## config.mk

```make
export PLATFORM = sky130hd
export DESIGN_NAME = bfloat_mac_acc_flat
export DESIGN_NICKNAME = d
export VERILOG_FILES = /design/src/rtl/bfloat_mac_acc_if.sv /design/src/rtl/bfloat_mac_acc.sv /design/src/flat_wrapper.sv
export SDC_FILE = /design/constraint.sdc
export NUM_CORES = 1
export LEC_CHECK = 0
export ABC_AREA = 1
export CORE_UTILIZATION = 60
export CTS_CLUSTER_SIZE = 20
export DETAILED_ROUTE_END_ITERATION = 12
export GPL_TIMING_DRIVEN = 0
export PLACE_DENSITY = 0.8
export SETUP_SLACK_MARGIN = 0.3
export SLEW_MARGIN = 5
export SYNTH_ARGS = -nofsm -noshare
export SYNTH_HDL_FRONTEND = slang
export SYNTH_SLANG_ARGS = --single-unit
export TNS_END_PERCENT = 10
```

## constraint.sdc

```tcl
create_clock -name clk -period 24 [get_ports clk]
set_input_delay 6 -clock clk [delete_from_list [all_inputs] [get_ports clk]]
set_output_delay 6 -clock clk [all_outputs]
set_load 0.02 [all_outputs]
```

## src/rtl/bfloat_mac_acc_if.sv

```systemverilog
// Handshake bundle for the bfloat16 MAC accumulation stage.
// master drives terms and takes sums; slave is the stage.
interface bfloat_mac_acc_if #(
  parameter int CNT_W = 9
);
  logic             in_valid;
  logic             in_ready;
  logic [15:0]      in_data;
  logic             in_last;
  logic             clear;
  logic             out_valid;
  logic             out_ready;
  logic [15:0]      out_data;
  logic [CNT_W-1:0] out_count;
  logic             out_forced;

  modport master (
    output in_valid,
    output in_data,
    output in_last,
    output clear,
    output out_ready,
    input  in_ready,
    input  out_valid,
    input  out_data,
    input  out_count,
    input  out_forced
  );

  modport slave (
    input  in_valid,
    input  in_data,
    input  in_last,
    input  clear,
    input  out_ready,
    output in_ready,
    output out_valid,
    output out_data,
    output out_count,
    output out_forced
  );
endinterface

```

## src/rtl/bfloat_mac_acc.sv

```systemverilog
// bfloat16 burst accumulator: folds product terms into one sum per burst.
// Optional macro BFLOAT_ACC_SAT_EN saturates +/-Inf in the emitted sum.
module bfloat_add_sub (
  input  logic [15:0] i_a,
  input  logic [15:0] i_b,
  input  logic        i_cntl,
  output logic [15:0] o_sum
);
  logic        w_bs;
  logic        w_a_nan;
  logic        w_b_nan;
  logic        w_a_inf;
  logic        w_b_inf;
  logic        w_swap;
  logic        w_ls;
  logic        w_ss;
  logic        w_sub;
  logic [14:0] w_lx;
  logic [14:0] w_sx;
  logic [9:0]  w_le;
  logic [9:0]  w_se;
  logic [9:0]  w_diff;
  logic [7:0]  w_lsig;
  logic [7:0]  w_ssig;
  logic [31:0] w_ext;
  logic [17:0] w_x;
  logic [17:0] w_y;
  logic [17:0] w_r;
  logic [4:0]  w_p;
  logic [9:0]  w_lz;
  logic [9:0]  w_sh;
  logic [16:0] w_t;
  logic [15:0] w_nm;
  logic        w_nst;
  logic [9:0]  w_e;
  logic        w_ru;
  logic [8:0]  w_s9;
  logic [7:0]  w_sig;
  logic [15:0] w_res;

  // Align, add/subtract, normalise and round to nearest even.
  always_comb begin
    w_bs    = i_b[15] ^ i_cntl;
    w_a_nan = (&i_a[14:7]) & (|i_a[6:0]);
    w_b_nan = (&i_b[14:7]) & (|i_b[6:0]);
    w_a_inf = (&i_a[14:7]) & ~(|i_a[6:0]);
    w_b_inf = (&i_b[14:7]) & ~(|i_b[6:0]);
    w_swap  = i_b[14:0] > i_a[14:0];
    w_ls    = w_swap ? w_bs : i_a[15];
    w_ss    = w_swap ? i_a[15] : w_bs;
    w_lx    = w_swap ? i_b[14:0] : i_a[14:0];
    w_sx    = w_swap ? i_a[14:0] : i_b[14:0];
    w_le    = (w_lx[14:7] == 8'h00) ? 10'd1
                                    : {2'b00, w_lx[14:7]};
    w_se    = (w_sx[14:7] == 8'h00) ? 10'd1
                                    : {2'b00, w_sx[14:7]};
    w_lsig  = {|w_lx[14:7], w_lx[6:0]};
    w_ssig  = {|w_sx[14:7], w_sx[6:0]};
    w_diff  = w_le - w_se;
    if (w_diff > 10'd16) begin
      w_ext = '0;
    end else begin
      w_ext = {w_ssig, 24'h0} >> w_diff[4:0];
    end
    w_x   = {1'b0, w_lsig, 8'h00, 1'b0};
    w_y   = {1'b0, w_ext[31:16], |w_ext[15:0]};
    w_sub = w_ls ^ w_ss;
    w_r   = w_sub ? (w_x - w_y) : (w_x + w_y);
    w_p   = '0;
    for (int i = 0; i < 17; i++) begin
      if (w_r[i]) w_p = 5'(i);
    end
    w_lz = 10'd16 - {5'b0, w_p};
    w_sh = (w_lz > (w_le - 10'd1)) ? (w_le - 10'd1) : w_lz;
    w_t  = '0;
    if (w_r[17]) begin
      w_nm  = w_r[17:2];
      w_nst = |w_r[1:0];
      w_e   = w_le + 10'd1;
    end else begin
      w_t   = w_r[16:0] << w_sh[4:0];
      w_nm  = w_t[16:1];
      w_nst = w_t[0];
      w_e   = w_le - w_sh;
    end
    w_ru = w_nm[7] & ((|w_nm[6:0]) | w_nst | w_nm[8]);
    w_s9 = {1'b0, w_nm[15:8]} + {8'h00, w_ru};
    if (w_s9[8]) begin
      w_sig = w_s9[8:1];
      w_e   = w_e + 10'd1;
    end else begin
      w_sig = w_s9[7:0];
    end
    if (w_r == 18'h0) begin
      w_res = {w_ls & ~w_sub, 15'h0};
    end else if (w_e >= 10'd255) begin
      w_res = {w_ls, 8'hFF, 7'h00};
    end else begin
      w_res = {w_ls, w_sig[7] ? w_e[7:0] : 8'h00, w_sig[6:0]};
    end
    if (w_a_nan | w_b_nan | (w_a_inf & w_b_inf & (i_a[15] ^ w_bs))) begin
      o_sum = 16'hFFFF;
    end else if (w_a_inf) begin
      o_sum = {i_a[15], 8'hFF, 7'h00};
    end else if (w_b_inf) begin
      o_sum = {w_bs, 8'hFF, 7'h00};
    end else begin
      o_sum = w_res;
    end
  end
endmodule

module bfloat_mac_acc #(
  parameter int MAX_TERMS = 256,
  parameter int CNT_W     = 9
) (
  input logic              clk,
  input logic              rst_n,
  bfloat_mac_acc_if.slave  bus
);
  typedef enum logic [1:0] {
    S_IDLE,
    S_ACCUM,
    S_DONE
  } state_t;

  state_t           r_state;
  logic [15:0]      r_acc;
  logic [CNT_W-1:0] r_cnt;
  logic             r_in_ready;
  logic             r_out_valid;
  logic [15:0]      r_out_data;
  logic [CNT_W-1:0] r_out_count;
  logic             r_out_forced;

  logic [15:0]      w_sum;
  logic [15:0]      w_out_nxt;
  logic [CNT_W-1:0] w_cnt_inc;
  logic             w_accept;
  logic             w_close;

  bfloat_add_sub u_add (
    .i_a    (r_acc),
    .i_b    (bus.in_data),
    .i_cntl (1'b0),
    .o_sum  (w_sum)
  );

  assign w_accept  = bus.in_valid & r_in_ready & ~bus.clear;
  assign w_cnt_inc = r_cnt + CNT_W'(1);
  assign w_close   = w_accept &
                     (bus.in_last | (w_cnt_inc == CNT_W'(MAX_TERMS)));

`ifdef BFLOAT_ACC_SAT_EN
  assign w_out_nxt = (w_sum[14:0] == 15'h7F80) ? {w_sum[15], 15'h7F7F}
                                               : w_sum;
`else
  assign w_out_nxt = w_sum;
`endif

  assign bus.in_ready   = r_in_ready;
  assign bus.out_valid  = r_out_valid;
  assign bus.out_data   = r_out_data;
  assign bus.out_count  = r_out_count;
  assign bus.out_forced = r_out_forced;

  // Burst FSM: accumulate terms, close the burst, hold the sum until taken.
  always_ff @(posedge clk or negedge rst_n) begin
    if (!rst_n) begin
      r_state      <= S_IDLE;
      r_acc        <= '0;
      r_cnt        <= '0;
      r_in_ready   <= 1'b0;
      r_out_valid  <= 1'b0;
      r_out_data   <= '0;
      r_out_count  <= '0;
      r_out_forced <= 1'b0;
    end else if (bus.clear) begin
      r_state      <= S_IDLE;
      r_acc        <= '0;
      r_cnt        <= '0;
      r_in_ready   <= 1'b1;
      r_out_valid  <= 1'b0;
      r_out_forced <= 1'b0;
    end else begin
      unique case (r_state)
        S_IDLE, S_ACCUM: begin
          r_in_ready <= 1'b1;
          if (w_accept) begin
            r_acc <= w_sum;
            r_cnt <= w_cnt_inc;
            if (w_close) begin
              r_state      <= S_DONE;
              r_in_ready   <= 1'b0;
              r_out_valid  <= 1'b1;
              r_out_data   <= w_out_nxt;
              r_out_count  <= w_cnt_inc;
              r_out_forced <= ~bus.in_last;
            end else begin
              r_state <= S_ACCUM;
            end
          end
        end
        S_DONE: begin
          if (bus.out_ready) begin
            r_state     <= S_IDLE;
            r_acc       <= '0;
            r_cnt       <= '0;
            r_in_ready  <= 1'b1;
            r_out_valid <= 1'b0;
          end
        end
        default: begin
          r_state    <= S_IDLE;
          r_in_ready <= 1'b1;
        end
      endcase
    end
  end
endmodule
```

## src/flat_wrapper.sv

```systemverilog
// flat-port wrapper written by rule: the top's interface ports become plain ports
module bfloat_mac_acc_flat 
#(
  parameter int MAX_TERMS = 256,
  parameter int CNT_W     = 9
)
  (clk, rst_n, bus_in_valid, bus_in_data, bus_in_last, bus_clear, bus_out_ready, bus_in_ready, bus_out_valid, bus_out_data, bus_out_count, bus_out_forced);
  bfloat_mac_acc_if #(.CNT_W(CNT_W)) bus_i ();
  input logic clk;
  input logic rst_n;
  input wire logic [$bits(bus_i.in_valid)-1:0] bus_in_valid;
  input wire logic [$bits(bus_i.in_data)-1:0] bus_in_data;
  input wire logic [$bits(bus_i.in_last)-1:0] bus_in_last;
  input wire logic [$bits(bus_i.clear)-1:0] bus_clear;
  input wire logic [$bits(bus_i.out_ready)-1:0] bus_out_ready;
  output wire logic [$bits(bus_i.in_ready)-1:0] bus_in_ready;
  output wire logic [$bits(bus_i.out_valid)-1:0] bus_out_valid;
  output wire logic [$bits(bus_i.out_data)-1:0] bus_out_data;
  output wire logic [$bits(bus_i.out_count)-1:0] bus_out_count;
  output wire logic [$bits(bus_i.out_forced)-1:0] bus_out_forced;
  assign bus_i.in_valid = bus_in_valid;
  assign bus_i.in_data = bus_in_data;
  assign bus_i.in_last = bus_in_last;
  assign bus_i.clear = bus_clear;
  assign bus_i.out_ready = bus_out_ready;
  assign bus_in_ready = bus_i.in_ready;
  assign bus_out_valid = bus_i.out_valid;
  assign bus_out_data = bus_i.out_data;
  assign bus_out_count = bus_i.out_count;
  assign bus_out_forced = bus_i.out_forced;
  bfloat_mac_acc #(.MAX_TERMS(MAX_TERMS), .CNT_W(CNT_W)) u_core (.clk(clk), .rst_n(rst_n), .bus(bus_i));
endmodule
```

; Yosys cells after proc, flatten, opt, wreduce, memory -nomap -nowiden
; Cells that the tools add are included.
[op_classes]
add_sub_neg = 10
n_lt_le_gt_ge = 4
eq_ne = 6
shifts = 2
muxes = 63
bitwise_logic = 23
n_reduce_logical = 23
[op_table]
columns = cell, n
row1 = $mux W16, 8
row2 = $mux W5, 15
row3 = $mux W15, 3
row4 = $mux W32, 1
row5 = $mux W8, 4
row6 = $pmux W16 S2, 1
row7 = $shr A32 B5 Y32, 1
row8 = $mux W10, 3
row9 = $mux W9, 3
row10 = $reduce_or A7 Y1, 3
row11 = $add A17 B17 Y18, 1
row12 = $logic_not A18 Y1, 1
row13 = $mux W18, 1
row14 = $pmux W9 S2, 1
row15 = $sub A17 B17 Y18, 1
row16 = $shl A17 B5 Y17, 1
row17 = $logic_not A8 Y1, 2
row18 = $mux W1, 16
row19 = $reduce_and A8 Y1, 2
row20 = $reduce_or A16 Y1, 1
row21 = $reduce_or A8 Y1, 2
row22 = $gt A15 B15 Y1, 1
row23 = $and A1 B1 Y1, 11
row24 = $add A10 B1 Y10 const B, 1
row25 = 28 further kinds, 47
[totals]
register_bits = 55
in_bits = 22
output_inout_bits = 28
word_cells = 139

; Logic depth before layout (Yosys ltp)
[depth]
depth_word = 46
depth_mapped = 90
depth_no_buf = 87

; By module
; From an unflattened synthesis, not the netlist that was laid out.
[unflattened]
hier_cells = 1381
area_unflattened_um2 = 8373.0
[modules_own_cells]
columns = module, instances, cells_each, area_each_um2, seq_area_each_um2
row1 = bfloat_add_sub, 1, 1135, 6082.1, 0.0
row2 = bfloat_mac_acc, 1, 246, 2290.9, 1376.3

; Least setup slack after synthesis
; Ideal clock, no wire load.
[synth_path]
path_kind = in2reg
from = input bus_in_data[14]
to = register u_core.r_out_data[10], in the netlist u_core.bus.out_data[10]
setup_ps = 117
t_arrival_ps = 17622
t_required_ps = 23883
setup_slack_ps = 6260
path_stages = 79
path_buffers = 4
path_cell_list = ha_1 > nand2_2 > nor2_2 > inv_2 > nor2_4 > nand4_4 > nand2_4 > buf_6 > clkbuf_1 > clkbuf_1 > nand2_1 > o21ai_1 > nor2_1 > nand4_1 > nand2_1 > inv_1 > ha_1 > inv_1 > (+43 left out) > a21oi_1 > o21bai_1 > a21oi_1 > nor2_1 > o21ai_0 > nand2_1 > a21oi_1 > xor2_1 > o21ai_0 > nor3b_1 > nand2_1 > xnor2_1 > o31ai_4 > nand3_1 > nand2_1 > nand2_1 > nand2_1 > nand2_1
[synth_between]
elab_chain_len = 43
word_cells_on_any_way = 70
cone_classes = add/sub (9) / order compare (4) / shift (2) / mux (36) / bitwise (10) / reduce/logical (9)
[synth_rtl]
columns = element, line_no
row1 = "start, declared", flat_wrapper.sv:12  ; input wire logic [$bits(bus_i.in_data)-1:0] bus_in_data;
row2 = $gt A15 B15 Y1, bfloat_mac_acc.sv:48  ; w_swap = i_b[14:0] > i_a[14:0];
row3 = $mux W15 (on tied branches), "bfloat_mac_acc.sv:51, bfloat_mac_acc.sv:52"
row4 = $logic_not A8 Y1 (on tied branches), "bfloat_mac_acc.sv:53, bfloat_mac_acc.sv:55"
row5 = $mux W8 (on tied branches), "bfloat_mac_acc.sv:53, bfloat_mac_acc.sv:55"
row6 = $sub A8 B8 Y9, bfloat_mac_acc.sv:59  ; w_diff = w_le - w_se;
row7 = $gt A10 B5 Y1 / $shr A32 B5 Y32 (equally long branches), "bfloat_mac_acc.sv:60, bfloat_mac_acc.sv:63"
row8 = $mux W32, bfloat_mac_acc.sv:60  ; if (w_diff > 10'd16) begin
row9 = $reduce_or A16 Y1, bfloat_mac_acc.sv:66  ; w_y = {1'b0, w_ext[31:16], |w_ext[15:0]};
row10 = (+27 left out), -
row11 = $add A8 B1 Y9, bfloat_mac_acc.sv:87  ; w_s9 = {1'b0, w_nm[15:8]} + {8'h00, w_ru};
row12 = $mux W10 / $mux W8 (equally long branches), bfloat_mac_acc.sv:88  ; if (w_s9[8]) begin
row13 = $ge A10 B8 Y1 / $mux W8 (equally long branches), "bfloat_mac_acc.sv:96, bfloat_mac_acc.sv:99"
row14 = $mux W15, bfloat_mac_acc.sv:96  ; end else if (w_e >= 10'd255) begin
row15 = $mux W16, bfloat_mac_acc.sv:94  ; if (w_r == 18'h0) begin
row16 = $mux W16, bfloat_mac_acc.sv:105  ; end else if (w_b_inf) begin
row17 = $mux W16, bfloat_mac_acc.sv:103  ; end else if (w_a_inf) begin
row18 = $mux W16 (*), bfloat_mac_acc.sv:101  ; if (w_a_nan | w_b_nan | (w_a_inf & w_b_inf & (i_a[15] ^ w_bs))) begin
row19 = "end signal, assigned", bfloat_mac_acc.sv:196  ; r_out_data <= w_out_nxt;
row20 = "end, declared", bfloat_mac_acc.sv:132  ; logic [15:0] r_out_data;
; Mark *: on every way between the ends. The rest lies on a longest branch, timed or not.
; A chain may end at the register's enable or synchronous reset.

; Worst setup path after layout
[layout_path]
from = input bus_in_data[14]
to = register u_core.r_acc[0]
[layout_between]
elab_chain_len = 46
word_cells_on_any_way = 72
cone_classes = add/sub (9) / order compare (4) / shift (2) / mux (38) / bitwise (10) / reduce/logical (9)
[layout_rtl]
columns = element, line_no
row1 = $gt A15 B15 Y1, bfloat_mac_acc.sv:48
row2 = $mux W15 (on tied branches), "bfloat_mac_acc.sv:51, bfloat_mac_acc.sv:52"
row3 = $logic_not A8 Y1 (on tied branches), "bfloat_mac_acc.sv:53, bfloat_mac_acc.sv:55"
row4 = $mux W8 (on tied branches), "bfloat_mac_acc.sv:53, bfloat_mac_acc.sv:55"
row5 = $sub A8 B8 Y9, bfloat_mac_acc.sv:59
row6 = $gt A10 B5 Y1 / $shr A32 B5 Y32 (equally long branches), "bfloat_mac_acc.sv:60, bfloat_mac_acc.sv:63"
row7 = $mux W32, bfloat_mac_acc.sv:60
row8 = $reduce_or A16 Y1, bfloat_mac_acc.sv:66
row9 = (+30 left out), -
row10 = $mux W15, bfloat_mac_acc.sv:96
row11 = $mux W16, bfloat_mac_acc.sv:94
row12 = $mux W16, bfloat_mac_acc.sv:105
row13 = $mux W16, bfloat_mac_acc.sv:103
row14 = $mux W16 (*), bfloat_mac_acc.sv:101
row15 = $mux W16 (*), bfloat_mac_acc.sv:189  ; if (w_accept) begin
row16 = $pmux W16 S2 (*), bfloat_mac_acc.sv:186  ; unique case (r_state)
row17 = $mux W16 (*), bfloat_mac_acc.sv:178  ; end else if (bus.clear) begin
row18 = "end signal, assigned", bfloat_mac_acc.sv:190  ; r_acc <= w_sum;
row19 = "end, declared", bfloat_mac_acc.sv:128  ; logic [15:0] r_acc;
; Mark *: on every way between the ends. The rest lies on a longest branch, timed or not. The select of a mux whose other input is x is not followed.

==> flow_metrics.env <==
export IMPL_n_antenna_cell=0
export IMPL_grtUsageTotal_pct=32.6
export IMPL_n_fill_cell=1281
export IMPL_synth_top_family_by_area="simple AND/OR/NAND/NOR gates"
export IMPL_yosysTopAreaCell="nand2_1"
export IMPL_rsz0062_at_grt="no"
export IMPL_synth_compound_area_share_pct=11.2
export IMPL_fin_skew_ns=0.00578
export IMPL_worstSkewPairLatency_ns=0.30
export IMPL_hp_class="register to register"
export IMPL_layout_commonest_cell="nand2_1"
export IMPL_worstMarginPinSlew_ns=0.732
export IMPL_reg2regPathDepth=79
export IMPL_grt_pass1_vias=8048
export IMPL_critical_path_top_delay_family="simple AND/OR/NAND/NOR gates"
export IMPL_fin_nets=1542
export IMPL_ys_flop_type="dfrtp_1"
export IMPL_critical_path_max_fanout=11
export IMPL_num_vias=9072
export IMPL_syn_inst=1390
export IMPL_slew_viol_final=0
export IMPL_drt_pass1_iter_count=5
export IMPL_grt_max_degree=38
export IMPL_antenna_found_initial=0
export IMPL_place_congestion=0.944
export IMPL_crit_required_ns=24.24
export IMPL_yosysTopAreaCellShare_pct=23.4
export IMPL_mappedNetlistArea_um2=8210
export IMPL_synthArstFlopShare_pct=100
export IMPL_cts_root_buf="clkbuf_16"
export IMPL_relSlewSlack_pct=50.9
export IMPL_cts_resized=0
export IMPL_cts_made_buffers=5
export IMPL_cp_startpoint="bus_in_data[14]"
export IMPL_tritoncts="yes"
export IMPL_yosysSeqAreaShare_pct=16.8
export IMPL_crit_top_cell="nand2_1"
export IMPL_startpoint_type="primary input"
export IMPL_hold_start="u_core.bus.out_data[11]$_DFFE_PN0P_"
export IMPL_synth_avg_cell_area_um2=5.91
export IMPL_synth_adder_area_share_pct=10.9
export IMPL_critical_path_cell_count=79
export IMPL_worst_path_buf_inv=16
export IMPL_vias_per_cell=5.58
export IMPL_portBuffers=49
export IMPL_outcome="complete, no violations"
export IMPL_die_h_um=119
export IMPL_rr_startpoint="u_core.r_acc[14]$_DFFE_PN0P_"
export IMPL_ff2ff_setup_slack_ns=8.78
export IMPL_drive_above_1_share_pct=8.06
export IMPL_postRouteAntennaNets=0
export IMPL_max_stage_delay_ns=0.48
export IMPL_clk_pin_slew_ns=0.07
export IMPL_cp_end_kind="register"
export IMPL_cts_max_level=2
export IMPL_crit_arrival_ns=21.18
export IMPL_synth_edff_count=0
export IMPL_timing_final_crit_share_pct=87.2
export IMPL_synth_mux_area_share_pct=0
export IMPL_clockBufferDepth=2
export IMPL_synth_yosys_warnings=0
export IMPL_routed_wl_um=22900
export IMPL_final_cell_mix="nand2_1, nand3_1, inv_1, nor2_1, ha_1"
export IMPL_synth_simple_area_share_pct=46.4
export IMPL_area_growth_synth_to_final_pct=10.7
export IMPL_dpl_hpwl_um=18900
export IMPL_post_cts_buffers=0
export IMPL_cp_endpoint="u_core.r_acc[0]$_DFFE_PN0P_"
export IMPL_fmax_mhz=47.8
export IMPL_critPathSlowestCell="xor2_1"
export IMPL_drt_iter0_drc=744
export IMPL_coreArea_um2=13300
export IMPL_wire_per_inst_um=14.1
export IMPL_drc_errors=0
export IMPL_cts_hold_buffers=0
export IMPL_synth_area_leaders="nand2_1, dfrtp_1, ha_1"
export IMPL_gr_total_overflow=0
export IMPL_die_area_um2=14200
export IMPL_regToRegEndpoint="u_core.r_acc[0]$_DFFE_PN0P_"
export IMPL_grt_pass1_wl_um=38000
export IMPL_setup_viol_count_final=0
export IMPL_start_util_pct=61.7
export IMPL_layout_min_cycle_time_ns=20.94
export IMPL_die_w_um=119
export IMPL_hold_viol=0
export IMPL_clock_sinks=55
export IMPL_fin_setup_tns_ns=0
export IMPL_synth_seq_cells=55
export IMPL_maxCapViolCount=0
export IMPL_crit_type="primary input to register"
export IMPL_ios=50
export IMPL_synth_xor_area_share_pct=4.45
export IMPL_ys_types=56
export IMPL_rows=42
registers in the layout, indices dropped and copies added (netlist names):
signal                 flops
u_core.bus.in_ready        1
u_core.bus.out_count       9
u_core.bus.out_data       16
u_core.bus.out_forced      1
u_core.bus.out_valid       1
u_core.r_acc              16
u_core.r_cnt               9
u_core.r_state             2
cells in the mapped netlist (all sizes together), types with 3 or more instances:
cell type	count
a21oi	46
buf	23
clkbuf	13
clkinv	6
dfrtp	55
fa	3
ha	67
inv	162
nand2	531
nand3	176
nand3b	4
nand4	16
nor2	102
nor3	13
nor3b	3
nor4	6
o21ai	86
o21bai	5
o22ai	7
or2	8
xnor2	9
xor2	31
worst reg2reg max path, delay by kind of cell, from the launching register on:
kind	cells	cell delay, ns
buffers and inverters	16	2.63
DFF	1	0.35
xor gates and xnor gates	4	0.98
AOI/OAI and AO/OA	19	4.15
adders and majority gates	8	2.34
and+or+nand+nor	32	4.71
layer usage:
layer | up-vias | routed length (um) | track usage [%] | share of wire (%)
met5 | - | 0 | 0 | 0
met4 | 0 | 310 | 6.01 | 1.4
met3 | 27 | 1840 | 3.88 | 8.0
met2 | 344 | 10000 | 51.2 | 44
met1 | 4090 | 10700 | 47.9 | 47
li1 | 4611 | - | - | -
kinds of logic after synthesis:
group                    Yosys count
adder cells (fa/ha/maj)           70
AO/OA/AOI/OAI                    160
AND/OR/NAND/NOR                  860
other                              1
XOR/XNOR                          40
buffers and inverters            204
flip-flops                        55
final cells by class:
cell class	instances	area, um^2	share of cell area [%]
plain buffers	36	205	2.26
well taps	176	220	2.42
inverters	168	631	6.94
repair buffers	50	505	5.56
flip-flops and latches	55	1380	15.1
clock buffers	5	125	1.38
clock inverters	3	18.8	0.206
multi-input cells	1134	6010	66.1
how the worst min path moves through the flow:
stage | end | depth (start not counted)
final | u_core.bus.out_data[11]$_DFFE_PN0P_ | 2
after global routing | u_core.r_acc[13]$_DFFE_PN0P_ | 2
after CTS | u_core.bus.out_data[11]$_DFFE_PN0P_ | 2
after detailed placement | u_core.r_acc[13]$_DFFE_PN0P_ | 2
after global placement | u_core.r_acc[13]$_DFFE_PN0P_ | 2
after floorplan | u_core.r_acc[12]$_DFFE_PN0P_ | 2
stage by stage:
| step | hold WS (ns) | cell area [um^2] | instances | util, % | setup slack [ns] |
|---|---|---|---|---|---|
| after floorplan | 0.449 | 8220 | 1393 | - | 6.26 |
| after global placement | 0.467 | 8930 | 1618 | 67.2 | 3.36 |
| after detailed placement | 0.465 | 8950 | 1619 | 67.3 | 3.07 |
| after CTS | 0.484 | 9090 | 1627 | 68.4 | 3.34 |
| after global routing | 0.501 | 9090 | 1627 | 68.4 | 1.75 |
| final | 0.476 | 9090 | 1627 | 68.4 | 3.06 |
Power is not shown: default switching activity piles up to over one toggle a cycle in this logic, so the estimate is an artifact.
